### config.mk
export PLATFORM = sky130hd
export DESIGN_NAME = id_stage_mseq
export DESIGN_NICKNAME = d
export VERILOG_FILES = /design/src/rtl/id_stage_mseq.sv
export SDC_FILE = /design/constraint.sdc
export NUM_CORES = 1
export LEC_CHECK = 0
export CORE_ASPECT_RATIO = 1.1
export CORE_UTILIZATION = 51
export DETAILED_ROUTE_END_ITERATION = 16
export HOLD_SLACK_MARGIN = 0.05
export PLACE_DENSITY_LB_ADDON = 0.3
export SLEW_MARGIN = 20
export SYNTH_ARGS = -nofsm -noshare
export SYNTH_HDL_FRONTEND = slang
export SYNTH_SLANG_ARGS = --single-unit
### constraint.sdc
create_clock -name clk -period 2.3 [get_ports clk]
set_input_delay 0.23 -clock clk [delete_from_list [all_inputs] [get_ports clk]]
set_output_delay 0.23 -clock clk [all_outputs]
set_load 0.01 [all_outputs]
### src/rtl/id_stage_mseq.sv
// rtl/id_stage_mseq.sv - instruction decode stage with LM/SM micro-op expansion
//
// Decodes one instruction per accepted handshake into register-read fields,
// resolves the JAL target and expands LM/SM into one micro-op per set mask bit.
//
// Ports:
//   clk, rst              clock, synchronous active-high reset
//   instr, PC_in          instruction and its PC from fetch
//   valid_f / in_ready    fetch-side handshake
//   flush                 discard held output and any in-progress expansion
//   out_ready / valid_out RR-side handshake
//   opcode, ra, rb, rc, imm6, imm9, ccz, PC_out, regsel   decoded fields
//   jloc, jvalid          JAL target and its qualifier
//   uop, uop_last, mem_off  LM/SM micro-op qualifiers and address offset
//   illegal               one-cycle pulse on an undefined opcode
module id_stage_mseq #(
  parameter int PC_W     = 16,
  parameter int INSTR_W  = 16,
  parameter int RA_W     = 3,
  parameter int MASK_W   = 8,
  parameter int OFF_STEP = 1
) (
  input  logic               clk,
  input  logic               rst,
  input  logic [INSTR_W-1:0] instr,
  input  logic [PC_W-1:0]    PC_in,
  input  logic               valid_f,
  output logic               in_ready,
  input  logic               flush,
  input  logic               out_ready,
  output logic               valid_out,
  output logic [3:0]         opcode,
  output logic [RA_W-1:0]    ra,
  output logic [RA_W-1:0]    rb,
  output logic [RA_W-1:0]    rc,
  output logic [5:0]         imm6,
  output logic [8:0]         imm9,
  output logic [2:0]         ccz,
  output logic [PC_W-1:0]    PC_out,
  output logic               regsel,
  output logic [PC_W-1:0]    jloc,
  output logic               jvalid,
  output logic               uop,
  output logic               uop_last,
  output logic [PC_W-1:0]    mem_off,
  output logic               illegal
);

  typedef enum logic {IDLE, EXPAND} state_t;

  typedef struct packed {
    logic            valid;
    logic [3:0]      opcode;
    logic [RA_W-1:0] ra;
    logic [RA_W-1:0] rb;
    logic [RA_W-1:0] rc;
    logic [5:0]      imm6;
    logic [8:0]      imm9;
    logic [2:0]      ccz;
    logic [PC_W-1:0] pc;
    logic            regsel;
    logic [PC_W-1:0] jloc;
    logic            jvalid;
    logic            uop;
    logic            uop_last;
    logic [PC_W-1:0] mem_off;
    logic            illegal;
  } out_t;

  state_t            state, state_nx;
  out_t              out_q, out_d;
  logic [MASK_W-1:0] mask_q, mask_d, mask_rest;
  logic [RA_W-1:0]   base_q, base_d, low_idx;
  logic              is_sm_q, is_sm_d;
  logic [PC_W-1:0]   pc_q, pc_d, off_q, off_d;
  logic              adv, accept, last;
  logic [3:0]        op;

  assign op       = instr[INSTR_W-1 -: 4];
  assign adv      = !out_q.valid || out_ready;
  assign in_ready = adv && (state == IDLE) && !flush;
  assign accept   = valid_f && in_ready;

  // Lowest set mask bit is the next micro-op; mask & (mask-1) clears exactly that bit.
  always_comb begin
    low_idx = '0;
    for (int i = MASK_W - 1; i >= 0; i--) begin
      if (mask_q[i]) low_idx = RA_W'(i);
    end
  end
  assign mask_rest = mask_q & (mask_q - MASK_W'(1));
  assign last      = (mask_rest == '0);

  // State register together with the output/datapath registers.
  always_ff @(posedge clk) begin
    if (rst) begin
      state   <= IDLE;
      out_q   <= '0;
      mask_q  <= '0;
      base_q  <= '0;
      is_sm_q <= 1'b0;
      pc_q    <= '0;
      off_q   <= '0;
    end else begin
      state   <= state_nx;
      out_q   <= out_d;
      mask_q  <= mask_d;
      base_q  <= base_d;
      is_sm_q <= is_sm_d;
      pc_q    <= pc_d;
      off_q   <= off_d;
    end
  end

  // Next-state logic. The last micro-op returns to IDLE as it is emitted, so a
  // new instruction can be accepted while that beat is being consumed.
  always_comb begin
    state_nx = state;
    if (flush) begin
      state_nx = IDLE;
    end else begin
      case (state)
        IDLE: if (accept && (op == 4'd6 || op == 4'd7) && instr[MASK_W-1:0] != '0)
                state_nx = EXPAND;
        EXPAND: if (adv && last) state_nx = IDLE;
        default: state_nx = IDLE;
      endcase
    end
  end

  // Output / datapath next values.
  always_comb begin
    out_d   = out_q;
    mask_d  = mask_q;
    base_d  = base_q;
    is_sm_d = is_sm_q;
    pc_d    = pc_q;
    off_d   = off_q;
    if (flush) begin
      out_d  = '0;
      mask_d = '0;
    end else if (adv) begin
      out_d = '0;
      if (state == EXPAND) begin
        out_d.valid    = 1'b1;
        out_d.opcode   = is_sm_q ? 4'd7 : 4'd6;
        out_d.ra       = base_q;
        if (is_sm_q) out_d.rb = low_idx;
        else         out_d.rc = low_idx;
        out_d.regsel   = 1'b1;
        out_d.pc       = pc_q;
        out_d.uop      = 1'b1;
        out_d.uop_last = last;
        out_d.mem_off  = off_q;
        mask_d         = mask_rest;
        off_d          = off_q + PC_W'(OFF_STEP);
      end else if (accept) begin
        out_d.valid  = 1'b1;
        out_d.opcode = op;
        out_d.pc     = PC_in;
        out_d.regsel = 1'b1;
        case (op)
          4'd0, 4'd2: begin
            out_d.ra  = RA_W'(instr[11:9]);
            out_d.rb  = RA_W'(instr[8:6]);
            out_d.rc  = RA_W'(instr[5:3]);
            out_d.ccz = instr[2:0];
          end
          4'd1: begin
            out_d.ra   = RA_W'(instr[11:9]);
            out_d.rc   = RA_W'(instr[8:6]);
            out_d.imm6 = instr[5:0];
          end
          4'd4, 4'd12: begin
            out_d.rc   = RA_W'(instr[11:9]);
            out_d.rb   = RA_W'(instr[8:6]);
            out_d.imm6 = instr[5:0];
          end
          4'd5, 4'd8, 4'd9, 4'd10: begin
            out_d.ra   = RA_W'(instr[11:9]);
            out_d.rb   = RA_W'(instr[8:6]);
            out_d.imm6 = instr[5:0];
          end
          4'd3: begin
            out_d.rc     = RA_W'(instr[11:9]);
            out_d.imm9   = instr[8:0];
            out_d.regsel = 1'b0;
          end
          4'd13: begin
            out_d.ra   = RA_W'(instr[11:9]);
            out_d.imm9 = instr[8:0];
          end
          4'd11: begin
            out_d.rc     = RA_W'(instr[11:9]);
            out_d.jloc   = PC_in + PC_W'({{PC_W{instr[8]}}, instr[8:0]});
            out_d.jvalid = 1'b1;
          end
          4'd6, 4'd7: begin
            // LM/SM: latch the expansion context; nothing is emitted this beat.
            out_d   = '0;
            mask_d  = instr[MASK_W-1:0];
            base_d  = RA_W'(instr[11:9]);
            is_sm_d = (op == 4'd7);
            pc_d    = PC_in;
            off_d   = '0;
          end
          default: begin
            out_d         = '0;
            out_d.illegal = 1'b1;
          end
        endcase
      end
    end
  end

  assign valid_out = out_q.valid;
  assign opcode    = out_q.opcode;
  assign ra        = out_q.ra;
  assign rb        = out_q.rb;
  assign rc        = out_q.rc;
  assign imm6      = out_q.imm6;
  assign imm9      = out_q.imm9;
  assign ccz       = out_q.ccz;
  assign PC_out    = out_q.pc;
  assign regsel    = out_q.regsel;
  assign jloc      = out_q.jloc;
  assign jvalid    = out_q.jvalid;
  assign uop       = out_q.uop;
  assign uop_last  = out_q.uop_last;
  assign mem_off   = out_q.mem_off;
  assign illegal   = out_q.illegal;

endmodule

### Word-level counts from Yosys, hierarchy flattened

Cells that the tools add are included.

* flip-flop bits (word level): 130
* bits of input ports: 37
* output and inout port bits: 86

* multiplexer cells: 38
* equality and inequality tests: 13
* bitwise gates (word level): 3
* add/sub/neg operators: 3
* reduce and logical (&&, ||, !) cells: 29

Operators by type and width (count)
* $mux 85: 1
* $mux 16: 4
* $mux 17: 3
* $mux 3: 13
* $mux 18: 2
* $eq 4x4->1 const B: 6
* $mux 8: 3
* $add 16x1->16 const B: 1
* $add 16x16->16: 1
* $eq 4x3->1 const B: 4
* $reduce_or 8->1: 2
* $mux 14: 1
* $reduce_or 14->1: 1
* $reduce_or 12->1: 1
* $reduce_or 11->1: 1
* $mux 9: 1
* $pmux 3 s3: 1
* $and 8x8->8: 1
* $eq 4x2->1 const B: 2
* $logic_not 8->1: 1
* $reduce_bool 8->1: 1
* $reduce_or 2->1: 4
* $sub 8x1->8 const B: 1
* $reduce_or 7->1: 1
* 15 further kinds: 29

### Logic depth before layout (Yosys ltp)

Gate-level depths: netlist of the first run.

* depth after elaboration: 10
* mapped depth: 9
* mapped depth without buffers: 9

### Worst setup path before layout of the first run

Ideal clock, no wire load.

* kind: input-to-reg
* from: in instr[0]
* to: reg out_q (netlist bit jloc[8])
* cell stages on the path: 9
* library setup time: 0.122 ns
* data arrival time: 1.793 ns
* setup slack: 0.385 ns
* buffers on the path: 0
* cell sequence: ha_1 -> inv_1 -> fa_1 -> nor2b_1 -> o31a_1 -> or4_1 -> a31oi_1 -> xor2_1 -> o21ai_0

* longest elaborated chain between the ends: 4

Ends and longest elaborated chain
* start, declared: RTL line 25 `input logic [INSTR_W-1:0] instr,`
* $add 16x16->16: RTL line 195 `out_d.jloc = PC_in + PC_W'({{PC_W{instr[8]}}, instr[8:0]});`
* $mux 17: RTL line 162 `case (op)`
* $mux 85: RTL line 157 `end else if (accept) begin`
* $mux 17: RTL line 144 `if (state == EXPAND) begin`
* end signal, assigned: RTL line 106 `out_q <= out_d;`
* end, declared: RTL line 71 `out_t out_q, out_d;`

No other way between the ends.
A chain may end at the register's enable or synchronous reset.

### Final worst setup path of the first run

* from: reg state
* to: reg off_q[7]

* longest elaborated chain between the ends: 6
* elaborated cells on any way between the ends: 8
* those cells by class: mux: 1; bitwise: 1; reduce/logical: 6

Ends and longest elaborated chain
* start, declared: RTL line 70 `state_t state, state_nx;`
* start signal, assigned: RTL line 105 `state <= state_nx;`
* $not 1->1
* $logic_and 1x1->1 (2 in series): RTL line 81 `assign in_ready = adv && (state == IDLE) && !flush;`
* $logic_and 1x1->1: RTL line 82 `assign accept = valid_f && in_ready;`
* $reduce_bool 2->1 (no source line)
* $reduce_and 4->1 (no source line)
* end signal, assigned: RTL line 103 `off_q <= '0;`
* end signal, assigned: RTL line 111 `off_q <= off_d;`
* end, declared: RTL line 75 `logic [PC_W-1:0] pc_q, pc_d, off_q, off_d;`

Parallel ways exist; a longest one is shown, timed or not.

==> metrics.yaml, run 1 <==
outcome: "complete, no violations"
worst_ir_drop_vdd_v: 0.0004303
cp_data_required_time_ps: 2580
cts_tree: "done"
combinationalPowerShare_pct: 11.2
core_sq_um: 11440
clock_latency_ps: 410
multi_input_area_sq_um: 3143
synth_edf_count: 0
grt_pass1_vias: 5948
finalNetCount: 969
yosysTopAreaCell: "dfxtp_1"
mostFrequentLayoutCells: "dfxtp_1, clkdlybuf4s50_1, nand2_1, nor2_1"
switchingPower_mw: 1.352
netlist.area_leader.share_pct: 43.63
p_clk_share_pct: 47.5
final_area_sq_um: 8362
place_area_sq_um: 7774
synthesis.instances: 743
grt_pass1_wl_mm: 29.59
die_w_um: 105.1
drtIter0Drc: 515
hold_violations: 0
avgSynthCellArea_sq_um: 8.028
clk_pin_slew_ps: 60
synthDistinctLibCells: 52
ys_ff_latch: 130
rsz0062_at_grt: "yes"
synthTopCellsByArea: "dfxtp_1, a21oi_1, nand2_1"
critical_path_class: "reg -> reg"
pwr-share-seq_pct: 41.3
cp_cell_sequence: "inv_1 > a211oi_2 > and4_1 > nand4_1 > xor2_1 > nor2_1"
hpwl_mm: 12.75
drc: 0
drtPass1Iterations: 8
drive_above_1_share_pct: 13.05
cts_max_path_buffers: 2
synth_top_flop_cell: "dfxtp_1"
initial_core_util_pct: 52.14
hp-class: "reg -> reg"
drv_slew: 0
critPathSlowestCell: "dfxtp_1"
fin_util_pct: 73.09
grt.total_usage_pct: 30.98
drt-vias-per-instance: 5.799
die_area_sq_um: 12130
antenna_found_initial: 0
max_stage_delay_ps: 560
slew_headroom_pct: 63.18
diodes: 0
seqCellArea_sq_um: 2603
layout_commonest_cell: "dfxtp_1"
cts_root_buffer: "clkbuf_16"
whs_ps: 449.8
switching_share_pct: 24.48
rows: 41
setup_violations: 0
numCtsBuffers: 17
maxCapViolCount: 0
synth_async_sr_flop_share_pct: 0
die_h_um: 115.4
critPathLaunchType: "flip-flop"
wl_per_cell_um: 17.03
wl_mm: 18.34
routabilityCongestion: 0.9483
cp_max_fo: 9
io_buffers: 122
fmax_mhz: 451.9
syn_to_final_growth_pct: 40.19
setup.worst_path.end_class: "flip-flop"
fin_crit_sh_pct: 96.20
leakage_nw: 3.077
skew_ps: 7.560
syn_area_sq_um: 5964
syn-num-nets: 797
pin_count: 123
synth_seq_area_share_pct: 43.63
post-route-min-period_ps: 2213
vias: 6245
h-tree-depth: 4
grt_max_degree: 51
detail-route-antenna-nets: 0
internal_power_mw: 4.171
synth_warnings: 0
reg2reg_slack_ps: 90
cts_sinks: 130
grt_overflow: 0
powerDensity_nw_per_um2: 660.5
cp.arrival_ps: 2490
fillers: 866
tightest_slew_ps: 552.2
## area by class of cell
cell class              count  area share [%]
multi-input cells         556           37.59
clock buffers              21           5.746
inverters                   9          0.4040
repair buffers            201           21.70
clock inverters            10           1.197
flip-flops and latches    130           31.12
well taps                 150           2.245
## path summary, 6_finish.rpt
kind / start / end / cells after the start
worst max register to register: state / off_q[7] / 6
worst min-delay path: mem_off[12] / mem_off[12] / 2
worst max-delay path: state / off_q[7] / 6
worst min register to register: mem_off[12] / mem_off[12] / 2
## metrics by stage
stage               TNS, ps  power (mW)  std cells  setup WS (ps)
floorplan                 0       2.631        743          384.7
global placement     -900.9       2.921       1045         -217.0
detailed placement    -1611       2.931       1045         -297.3
CTS                       0       5.544       1076          119.5
global route         -48.70       5.725       1077         -42.29
finish                    0       5.523       1077          87.35
## synthesized netlist by cell type (all sizes together) (2+ instances only)
cell and n:
a211oi 7, a21boi 3, a21o 8, a21oi 79
a221oi 12, a22oi 26, a31oi 7, a32oi 8
and2 4, and3 10, and4 2, buf 15
clkbuf 33, dfxtp 130, ha 16, inv 9
nand2 105, nand2b 6, nand3 27, nand4 7
nor2 92, nor2b 10, nor3 22, nor3b 3
nor4 6, o21a 8, o21ai 39, o22ai 4
o31a 2, o31ai 3, or2 3, or3 3
or4 3, xnor2 11, xor2 11
## flip-flops by register name, summed over array words and instances (netlist names), 4 cells and up
register / cells
imm9: 9
opcode: 4
mask_q: 8
PC_out: 16
pc_q: 16
imm6: 6
jloc: 16
mem_off: 16
off_q: 16
## metal layers
layer,vias to the layer above,global-route usage (%),wire length [um],share of wire (%)
met5,-,0,0,0
met1,2911,38.68,7596,41
met3,44,7.143,1468,8.0
met4,0,11.17,446,2.4
met2,291,52.80,8825,48
li1,2999,-,-,-
## critical path, delay by kind of cell (launching register included)
family,cells,cell delay [ps]
simple gates,3,670
flops,1,560
compound gates,1,430
buf+inv,1,230
xor+xnor,1,190
## power groups by stage
stage                     Combinational [mW]  Clock [mW]  Sequential (mW)
final                                  0.617        2.63             2.28
after global routing                   0.666        2.78             2.28
after CTS                              0.609        2.65             2.28
after detailed placement               0.602           0             2.33
after global placement                 0.592           0             2.33
after floorplan                        0.299           0             2.33
## cells by family after synthesis
family / after synthesis / share of synthesized area [%]
buffers and inverters: 57 / 3.839
XOR/XNOR: 22 / 3.230
flip-flops: 130 / 43.63
adder cells (fa/ha/maj): 17 / 3.692
AND/OR/NAND/NOR: 305 / 23.41
AO/OA/AOI/OAI: 212 / 22.19
## repair_timing
action / CTS / global route
setup endpoints to repair: 0 / 5
hold buffers: 0 / 0
setup buffers: 0 / 1
resized for setup: 0 / 1
Note: power is estimated with default switching activity, not from simulation.
==> run 2, diff against run 1 <==
--- a/config.mk
+++ b/config.mk
@@ -8,6 +8,7 @@
 export CORE_ASPECT_RATIO = 1.1
 export CORE_UTILIZATION = 51
 export DETAILED_ROUTE_END_ITERATION = 16
+export GPL_ROUTABILITY_DRIVEN = 0
 export HOLD_SLACK_MARGIN = 0.05
 export PLACE_DENSITY_LB_ADDON = 0.3
 export SLEW_MARGIN = 20
==> run 2 against run 1 <==
  * Wire length is 0.38% lower
  * Global-route usage is 0.52 points lower
  * Sequential power hardly changed
  * Setup slack better by 50 ps
  * Final cell count is 0.65% lower
  * Non-clock buffer count is 8 lower
  * Register-to-register slack better by 100 ps
  * Sequential cell count stayed put
  * Final area is 0.66% lower
  * Core utilization is 0.48 points lower
  * Highest routed layer unchanged
  * Via count is 1.2% higher
==> metrics.yaml, run 2 (synthesized netlist as in run 1, its figures left out) <==
post-place-ws_ps: -298.7
grt_pass1_vias: 6066
holdBufCountCts: 0
clk_pin_slew_ps: 60
h-tree-depth: 4
outcome: "complete, no violations"
tns_ps: 0
rsz0062_at_grt: "no"
drt-vias-per-instance: 5.907
pin_count: 123
layout_setup_ws_ps: 137.6
drive_above_1_share_pct: 12.28
fmax_mhz: 462.5
clock_latency_ps: 410
initial_core_util_pct: 52.14
drtPass1Iterations: 5
die_area_sq_um: 12130
io_buffers: 122
die_w_um: 105.1
setup.worst_path.end_class: "flip-flop"
cts_sinks: 130
post-route-min-period_ps: 2162
internal_power_mw: 4.075
leakage_nw: 3.046
reg2regPathDepth: 7
diodes: 0
fin_crit_sh_pct: 94.02
layout_commonest_cell: "dfxtp_1"
maxCapViolCount: 0
antenna_found_initial: 0
switching_share_pct: 25.16
finalNetCount: 961
wl_mm: 18.27
pwr-share-seq_pct: 41.9
core_sq_um: 11440
worst_ir_drop_vdd_v: 0.0004910
rows: 41
hold_violations: 0
switchingPower_mw: 1.370
grt_overflow: 0
vias: 6321
cts_tree: "done"
cts_root_buffer: "clkbuf_16"
cp_data_required_time_ps: 2630
syn_to_final_growth_pct: 39.27
drc: 0
drv_slew: 0
cts_max_path_buffers: 2
drtIter0Drc: 472
critPathLaunchType: "input port"
grt_max_degree: 49
finalPower_mw: 5.445
hpwl_mm: 12.95
mostFrequentLayoutCells: "dfxtp_1, clkdlybuf4s50_1, nand2_1, nor2_1, a21oi_1"
die_h_um: 115.4
powerDensity_nw_per_um2: 655.5
combinationalPowerShare_pct: 11.3
fillers: 863
p_clk_share_pct: 46.8
cp.arrival_ps: 2490
setup_violations: 0
grt_pass1_wl_mm: 29.15
detail-route-antenna-nets: 0
hp-class: "in -> reg"
cp_max_fo: 4
wl_per_cell_um: 17.07
critical_path_class: "in -> reg"
skew_ps: 6.099
slew_headroom_pct: 65.04
min_path_cells: 3
tightest_slew_ps: 524.4
grt.total_usage_pct: 30.46
numCtsBuffers: 17
==> run 2: path summary, 6_finish.rpt <==
path               from    endpoint  slack, ps
max            PC_in[0]    jloc[12]        140
min           instr[11]   base_q[2]        450
max reg2reg   valid_out   off_q[12]        190
min reg2reg  mem_off[2]  mem_off[2]        450
==> run 2: cell type report <==
cell class                      count  area, sq um  share of cell area [%]
Sequential cell                   130         2603                   31.33
Multi-Input combinational cell    556         3148                   37.90
Timing Repair Buffer              193         1779                   21.42
Tap cell                          150        187.7                   2.259
Clock buffer                       20        446.7                   5.377
Inverter                            9        33.78                  0.4067
Clock inverter                     12        108.9                   1.310
==> run 2: routing by layer <==
layer	global-route usage (%)	wire length, um	part of all wire (%)	vias up
met5	0	0	0	-
met1	36.07	7333	40	2988
li1	-	-	-	2973
met4	15.96	681	3.7	0
met2	52.10	8798	48	307
met3	6.974	1454	8.0	53
==> run 2: timing repair <==
item	CTS	global route
setup buffers	0	0
endpoints found under the setup margin	0	2
resized for setup	0	2
==> run 2: metrics by stage <==
stage	hold WS (ps)	util (%)	instance area [sq um]	instances
floorplan	338.6	-	5964	743
global placement	434.2	67.71	7746	1038
detailed placement	438.4	67.71	7746	1038
CTS	444.8	72.57	8302	1070
global route	465.3	72.61	8307	1070
finish	445.1	72.61	8307	1070
==> run 2: power groups by stage <==
stage / clock [mW] / combinational [mW] / sequential (mW)
CTS: 2.55 / 0.601 / 2.28
global placement: 0 / 0.570 / 2.33
global route: 2.67 / 0.661 / 2.28
finish: 2.55 / 0.615 / 2.28
floorplan: 0 / 0.299 / 2.33
detailed placement: 0 / 0.592 / 2.33
==> run 2: worst max-delay path: stages <==
cell and delay (ps):
clkdlybuf4s50_1 490, ha_1 190, inv_1 70, fa_1 380, nor2b_1 180, o31a_1 210, o311ai_1 110, buf_4 160
a21oi_1 180, nor3_1 90, o31ai_1 210
==> run 3, diff against run 2 <==
--- a/config.mk
+++ b/config.mk
@@ -7,6 +7,7 @@
 export LEC_CHECK = 0
 export CORE_ASPECT_RATIO = 1.1
 export CORE_UTILIZATION = 51
+export CTS_BUF_LIST = sky130_fd_sc_hd__clkbuf_16
 export DETAILED_ROUTE_END_ITERATION = 16
 export GPL_ROUTABILITY_DRIVEN = 0
 export HOLD_SLACK_MARGIN = 0.05
==> run 3 against run 2 <==
  * Clock-buffer cell count down 3
  * Sequential share of layout area about the same
  * Core utilization down 0.088 points
  * First-iteration DRC count down 4.2%
  * Non-clock buffer count unchanged
  * Final area down 0.12%
  * Fmax down 0.21%
  * Wire length down 0.40%
  * Clock power down 2%
  * Critical path type unchanged
==> metrics.yaml, run 3 (synthesized netlist as in run 1, its figures left out) <==
crit_buf_inv: 3
die_area_sq_um: 12130
die_h_um: 115.4
cp_max_fo: 4
tns_ps: 0
rows: 41
final_area_sq_um: 8297
fillers: 864
cp-startpoint: "PC_in[0]"
grt_max_degree: 49
numCtsBuffers: 17
worst_ir_drop_vdd_v: 0.0004977
core_sq_um: 11440
diodes: 0
detail-route-antenna-nets: 0
drive_above_1_share_pct: 12.17
wl_mm: 18.19
clock_latency_ps: 410
grt_pass1_wl_mm: 29.04
place_area_sq_um: 7746
io_buffers: 122
grt.total_usage_pct: 30.34
skew_ps: 5.782
post-place-ws_ps: -298.7
cp_cell_sequence: "clkdlybuf4s50_1 > ha_1 > inv_1 > fa_1 > nor2b_1 > o31a_1 > o311ai_1 > buf_4 > a21oi_1 > nor3_1 > o31ai_1"
reg2reg_slack_ps: 190
fin_crit_sh_pct: 94.21
finalPower_mw: 5.398
reg2reg_to: "off_q[12]"
grt_overflow: 0
outcome: "complete, no violations"
cp.depth: 11
hold_violations: 0
drt-vias-per-instance: 5.885
die_w_um: 105.1
cts_root_buffer: "clkbuf_16"
maxCapViolCount: 0
leakage_nw: 3.048
drtPass1Iterations: 7
antenna_found_initial: 0
post-route-min-period_ps: 2167
critPathLaunchType: "input port"
fmax_mhz: 461.5
hpwl_mm: 12.95
drv_slew: 0
whs_ps: 441.6
cts_max_path_buffers: 2
cts_sinks: 130
r2r_start: "valid_out"
h-tree-depth: 4
grt_pass1_vias: 6066
layout_commonest_cell: "dfxtp_1"
drc: 0
setup_violations: 0
reg2regPathDepth: 7
tightest_slew_ps: 533.4
mostFrequentLayoutCells: "dfxtp_1, clkdlybuf4s50_1, nand2_1, nor2_1, a21oi_1"
hp-class: "in -> reg"
initial_core_util_pct: 52.14
finalNonFillerCells: 1070
critPathSlowestCell: "clkdlybuf4s50_1"
critical_path_class: "in -> reg"
cp_data_required_time_ps: 2630
cts_tree: "done"
finalNetCount: 961
multi_input_area_sq_um: 3148
vias: 6297
critPathTopFamily: "buffers and inverters"
critPathCapture: "jloc[12]"
setup.worst_path.end_class: "flip-flop"
rsz0062_at_grt: "no"
clk_pin_slew_ps: 60
syn_to_final_growth_pct: 39.10
wl_per_cell_um: 17.00
cp.arrival_ps: 2500
dp.cells: 1038
fin_util_pct: 72.53
powerDensity_nw_per_um2: 650.6
drtIter0Drc: 452
layout_setup_ws_ps: 133.1
pin_count: 123
max_stage_delay_ps: 490
slew_headroom_pct: 64.44
seqCellArea_sq_um: 2603
## run 3: worst min-delay path, cell delays in order
cell and delay (ps):
clkdlybuf4s50_1 450, nand2_1 80, a21oi_1 50
## run 3: how the worst min path moves through the flow
| stage | start | end | depth (start not counted) | slack, ps |
|---|---|---|---|---|
| global placement | uop_last | uop_last | 2 | 430 |
| finish | instr[11] | base_q[2] | 3 | 440 |
| global route | instr[10] | base_q[1] | 3 | 470 |
| floorplan | PC_in[0] | PC_out[0] | 2 | 340 |
| CTS | instr[11] | base_q[2] | 3 | 440 |
| detailed placement | uop_last | uop_last | 2 | 440 |
## run 3: area by class of cell
type	instances	area share [%]
clock inverters	15	1.448
multi-input cells	556	37.94
clock buffers	17	5.127
well taps	150	2.262
repair buffers	193	21.44
flip-flops and latches	130	31.37
inverters	9	0.4072
## run 3: layer usage
metal / GRT usage [%] / vias up / routed length (um)
li1: - / 2975 / -
met1: 35.96 / 2957 / 7386
met2: 51.70 / 307 / 8717
met3: 6.974 / 58 / 1370
met4: 16.15 / 0 / 720
met5: 0 / - / 0
## run 3: where the power goes
part / internal [mW] / switching [mW]
combinational: 0.288 / 0.325
clock: 1.47 / 1.03
sequential: 2.27 / 0.0113
## run 3: timing repair
| item | in CTS | in global routing |
|---|---|---|
| resized for setup | 0 | 2 |
| hold buffers | 0 | 0 |
| setup buffers | 0 | 0 |
| endpoints found under the setup margin | 0 | 2 |
